===== src/rtl/dcache_wb.sv =====
// dcache_wb: direct-mapped, write-back, write-allocate data cache, one-word blocks.
//
// Pipeline side : dREN/dWEN/daddr/dstore in, dhit/dmemload out (zero-cycle hit).
// Memory side   : single-word ramREN/ramWEN transactions on ramaddr/ramstore,
//                 ramload returned, each transaction completes on a mem_wait=0 cycle.
// Halt          : halt with no pending request writes back every dirty frame,
//                 then flushed is held high until RST.
//
// Ports
//   CLK, RST           clock (rising edge), asynchronous active-high reset
//   dREN, dWEN         pipeline read / write request (write wins if both set)
//   daddr, dstore      byte address (bits [1:0] ignored), write data
//   halt               request flush of dirty frames
//   dhit, dmemload     request completed this cycle, read data
//   flushed            flush complete (sticky until reset)
//   ramREN, ramWEN     memory read / write request
//   ramaddr, ramstore  memory word address, write data
//   ramload, mem_wait  memory read data, memory busy
module dcache_wb #(
  parameter int unsigned SETS = 16
) (
  input  logic        CLK,
  input  logic        RST,
  input  logic        dREN,
  input  logic        dWEN,
  input  logic [31:0] daddr,
  input  logic [31:0] dstore,
  input  logic        halt,
  output logic        dhit,
  output logic [31:0] dmemload,
  output logic        flushed,
  output logic        ramREN,
  output logic        ramWEN,
  output logic [31:0] ramaddr,
  output logic [31:0] ramstore,
  input  logic [31:0] ramload,
  input  logic        mem_wait
);

  localparam int unsigned IDX  = $clog2(SETS);
  localparam int unsigned TAGW = 30 - IDX;

  typedef enum logic [2:0] {
    S_IDLE,
    S_WB,
    S_ALLOC,
    S_FLUSH,
    S_HALTED
  } state_t;

  state_t            state_q, state_d;
  logic [IDX-1:0]    cnt_q, cnt_d;
  logic [SETS-1:0]   valid_q, valid_d;
  logic [SETS-1:0]   dirty_q, dirty_d;
  logic [TAGW-1:0]   tag_q  [SETS];
  logic [TAGW-1:0]   tag_d  [SETS];
  logic [31:0]       data_q [SETS];
  logic [31:0]       data_d [SETS];

  logic [IDX-1:0]    idx;
  logic [TAGW-1:0]   tag;
  logic              req;
  logic              is_write;
  logic              hit;
  logic              flush_step;
  logic              unused_byte_off;

  assign idx      = daddr[IDX+1:2];
  assign tag      = daddr[31:IDX+2];
  assign req      = dREN | dWEN;
  assign is_write = dWEN;
  assign hit      = req & valid_q[idx] & (tag_q[idx] == tag);

  // Byte offset within the word plays no part in the lookup.
  assign unused_byte_off = ^daddr[1:0];

  always_comb begin
    state_d    = state_q;
    cnt_d      = cnt_q;
    valid_d    = valid_q;
    dirty_d    = dirty_q;
    tag_d      = tag_q;
    data_d     = data_q;
    flush_step = 1'b0;

    dhit     = 1'b0;
    dmemload = '0;
    flushed  = 1'b0;
    ramREN   = 1'b0;
    ramWEN   = 1'b0;
    ramaddr  = '0;
    ramstore = '0;

    unique case (state_q)
      S_IDLE: begin
        // A pending request is always served before a halt is honoured.
        if (req) begin
          if (hit) begin
            dhit = 1'b1;
            if (is_write) begin
              data_d[idx]  = dstore;
              dirty_d[idx] = 1'b1;
            end else begin
              dmemload = data_q[idx];
            end
          end else if (valid_q[idx] && dirty_q[idx]) begin
            state_d = S_WB;
          end else begin
            state_d = S_ALLOC;
          end
        end else if (halt) begin
          state_d = S_FLUSH;
          cnt_d   = '0;
        end
      end

      S_WB: begin
        ramWEN   = 1'b1;
        ramaddr  = {tag_q[idx], idx, 2'b00};
        ramstore = data_q[idx];
        if (!mem_wait) begin
          dirty_d[idx] = 1'b0;
          state_d      = S_ALLOC;
        end
      end

      S_ALLOC: begin
        ramREN  = 1'b1;
        ramaddr = {daddr[31:2], 2'b00};
        if (!mem_wait) begin
          valid_d[idx] = 1'b1;
          dirty_d[idx] = 1'b0;
          tag_d[idx]   = tag;
          data_d[idx]  = ramload;
          state_d      = S_IDLE;
        end
      end

      S_FLUSH: begin
        // Clean or invalid frames take one cycle; dirty ones hold until written.
        if (valid_q[cnt_q] && dirty_q[cnt_q]) begin
          ramWEN   = 1'b1;
          ramaddr  = {tag_q[cnt_q], cnt_q, 2'b00};
          ramstore = data_q[cnt_q];
          if (!mem_wait) begin
            dirty_d[cnt_q] = 1'b0;
            flush_step     = 1'b1;
          end
        end else begin
          flush_step = 1'b1;
        end
        if (flush_step) begin
          if (cnt_q == IDX'(SETS - 1)) begin
            state_d = S_HALTED;
          end else begin
            cnt_d = cnt_q + 1'b1;
          end
        end
      end

      S_HALTED: begin
        flushed = 1'b1;
      end

      default: begin
        state_d = S_IDLE;
      end
    endcase
  end

  always_ff @(posedge CLK or posedge RST) begin
    if (RST) begin
      state_q <= S_IDLE;
      cnt_q   <= '0;
      valid_q <= '0;
      dirty_q <= '0;
      tag_q   <= '{default: '0};
      data_q  <= '{default: '0};
    end else begin
      state_q <= state_d;
      cnt_q   <= cnt_d;
      valid_q <= valid_d;
      dirty_q <= dirty_d;
      tag_q   <= tag_d;
      data_q  <= data_d;
    end
  end

endmodule


===== config.mk =====
export PLATFORM = sky130hd
export DESIGN_NAME = dcache_wb
export DESIGN_NICKNAME = d
export VERILOG_FILES = /design/src/rtl/dcache_wb.sv
export SDC_FILE = /design/constraint.sdc
export NUM_CORES = 2
export LEC_CHECK = 0
export CAP_MARGIN = 5
export CORE_AREA = 2 2 370 372
export DETAILED_ROUTE_END_ITERATION = 8
export DIE_AREA = 0 0 372 374
export PLACE_DENSITY = 0.66
export SYNTH_ARGS = -nofsm -noshare
export SYNTH_HDL_FRONTEND = slang
export SYNTH_SLANG_ARGS = --single-unit

===== constraint.sdc =====
create_clock -name CLK -period 46.4 [get_ports CLK]
set_clock_uncertainty 0.2 [all_clocks]
set_input_delay 13.92 -clock CLK [delete_from_list [all_inputs] [get_ports CLK]]
set_output_delay 13.92 -clock CLK [all_outputs]
set_load 0.005 [all_outputs]

==> results.cfg <==
[outcome]
status = completed

[detailed_routing]
dr_total_vias = 34600
first_pass_iters = 6
route.antenna.remaining_nets = 0
drt_iter0_drc = 3217
routed_via_density = 6.26
drc = 0
wl_um = 160000
post_drt_wl_per_cell_um = 29.0

[clock_tree]
cts.sinks = 967
cts_buffer_depth = 3
tritoncts = built
cts_resized = 0
cts_root_buf = clkbuf_16
clk_pin_slew_ns = 0.06
htreeDepth = 3
numCtsBuffers = 102
cts_setup_buffers = 0
clock_latency_ns = 0.73
postCtsHoldBufs = 0

[layout]
n_fill_cell = 12000
area_growth_syn_to_layout_pct = 13.0
fin_util_pct = 44.9
drive_above_1_share_pct = 45.7
regArea_um2 = 24200
multi_input_area_um2 = 27900
nets = 3765
design_area_um2 = 60700
final_cells = 5527

[placement]
place_hpwl_um = 89400
placed_area_um2 = 57100
dpl.cell_count = 5336
gp_congestion = 0.827
port-buffer-count = 197
place_ws_ns = 12.03

[synthesis]
ys_seq_elements = 967
synth_cells = 3647
yosys-top-cells-area = dfrtp_1 (45%), mux4_2 (22%), mux2_2 (18%), mux2i_1 (2.0%), clkbuf_1 (1.6%)
ys_seq_area_share_pct = 45.1
syn_area_um2 = 53700
synthTopCellsByCount = dfrtp_1 (967), mux2_2 (879), mux4_2 (519), clkbuf_1 (222), o21ai_0 (126)
synth_warnings = 0
synth_top_flop_cell = dfrtp_1
synthMostInstantiatedCell = dfrtp_1
synth_cell_types = 67
syn_avg_cell_area_um2 = 14.7
synth_top_area_cell = dfrtp_1
synth_top_area_share_pct = 45.1
synth_edf_count = 0
synth_async_sr_flop_share_pct = 100

[worst_setup_path]
crit_path_end_kind = primary output
crit_slowest_cell = buf_4
crit_type = in -> out
critPathMaxFanout = 57
cp.arrival_ns = 20.41
slowest_delay_ns = 0.89
crit_path_cell_trace = clkbuf_8, buf_4, buf_4, nor2b_1, a221oi_1, o2bb2ai_1, o31ai_1, and4_1, and4_1, and2_1, and3_1, clkdlybuf4s50_1
worst_setup_path_start_kind = input port
required_ns = 32.28

[job]
maxCapViolCount = 0

[global_routing]
met3_usage_pct = 4.43
met1_usage_pct = 32.9
grt_pass1_vias = 35400
grt_overflow = 0
gr-max-usage-layer = met2
grt_use_total_pct = 23.1
antenna_found_initial = 7
grt_pass1_wl_um = 240000
gr-usage-met2_pct = 35.7
grt_max_degree = 112

[sta]
hold_ws_ns = 0.300
min_period_ns = 34.53
layout_setup_ws_ns = 11.87
rsz0062_at_grt = no
setup_viol = 0
fin_crit_sh_pct = 74.4
tns_ns = 0
fmax_mhz = 29.0
final_hold_viol_count = 0
slew_violations = 0
worstMarginPinSlew_ns = 1.12
slew_headroom_pct = 24.4

[floorplan]
die_x_um = 372
die_h_um = 374
core_um2 = 135000
core.rowCount = 135
start_util_pct = 39.8
die_area_um2 = 139000
ios = 202

[power]
power.leakage_nw = 25.7
ir_worst_vdd_mv = 0.0353
power_density_nw_per_um2 = 56.9
fin_total_pwr_mw = 3.45

[hold_path]
min_path_type = reg -> reg
[placed cells by master (no fill, tap or decap), types with 20 or more instances in the layout]
| cell type | count |
|---|---|
| nand2_1 | 122 |
| mux2_1 | 58 |
| mux4_2 | 519 |
| a22oi_1 | 38 |
| a22o_1 | 34 |
| o21ai_0 | 126 |
| inv_1 | 21 |
| clkdlybuf4s50_1 | 193 |
| mux2i_1 | 107 |
| nand3_1 | 25 |
| mux2_2 | 879 |
| dfrtp_1 | 964 |
| clkbuf_8 | 34 |
| buf_4 | 87 |
| clkbuf_1 | 20 |
| nor2_1 | 57 |
| clkbuf_16 | 102 |
| nor2b_1 | 26 |
[power by group]
part | switching (mW) | total [mW] | internal (mW)
clock network | 0.361 | 0.869 | 0.509
logic | 0.509 | 1.19 | 0.686
registers | 0.237 | 1.39 | 1.15
total | 1.11 | 3.45 | 2.34
[per-layer routing]
layer | wire length, um | part of all wire (%)
met5 | 46 | 0.029
met4 | 5290 | 3.3
met3 | 12000 | 7.5
met2 | 75100 | 47
met1 | 67900 | 42
[cells by family after synthesis]
| logic type | after synthesis | synth area share, % |
|---|---|---|
| xor gates and xnor gates | 32 | 0.522 |
| DFF | 967 | 45.1 |
| and+or+nand+nor | 344 | 3.06 |
| adders and majority gates | 4 | 0.0933 |
| buffers and inverters | 401 | 3.22 |
| AOI/OAI and AO/OA | 335 | 4.57 |
| muxes | 1563 | 43.4 |
| other | 1 | 0.00699 |
[worst paths after layout]
kind | cells past startpoint | to | startpoint | slack (ns)
worst min register to register | 1 | valid_q[10] | valid_q[10] | 0.30
max in group asynchronous | 5 | tag_q[187] | RST | 29.40
worst min-delay path | 1 | valid_q[10] | valid_q[10] | 0.30
worst max-delay path | 12 | dmemload[30] | daddr[5] | 11.87
min in group asynchronous | 2 | tag_q[298] | RST | 13.58
worst max register to register | 11 | data_q[300] | tag_q[253] | 41.48
[final cells by class]
type                            instances  share of cell area [%]
Sequential cell                       967                    39.9
Tap cell                             1781                    3.67
Clock buffer                          155                    5.08
Clock inverter                         34                   0.784
Inverter                               24                   0.169
Antenna cell                            2                 0.00825
Timing Repair Buffer                  284                    4.35
Multi-Input combinational cell       2280                    46.0
[registers in the layout (all words and copies together) (netlist names)]
register / flops
tag_q: 416
valid_q: 16
dirty_q: 16
data_q: 512
cnt_q: 4
state_q: 3
[worst max-delay path, delay by kind of cell]
| family | cells | cell delay, ns |
|---|---|---|
| buffers and inverters | 4 | 2.73 |
| AND/OR/NAND/NOR | 5 | 2.46 |
| AO/OA/AOI/OAI | 3 | 1.12 |
No activity file was read; power rests on OpenSTA's default activity.
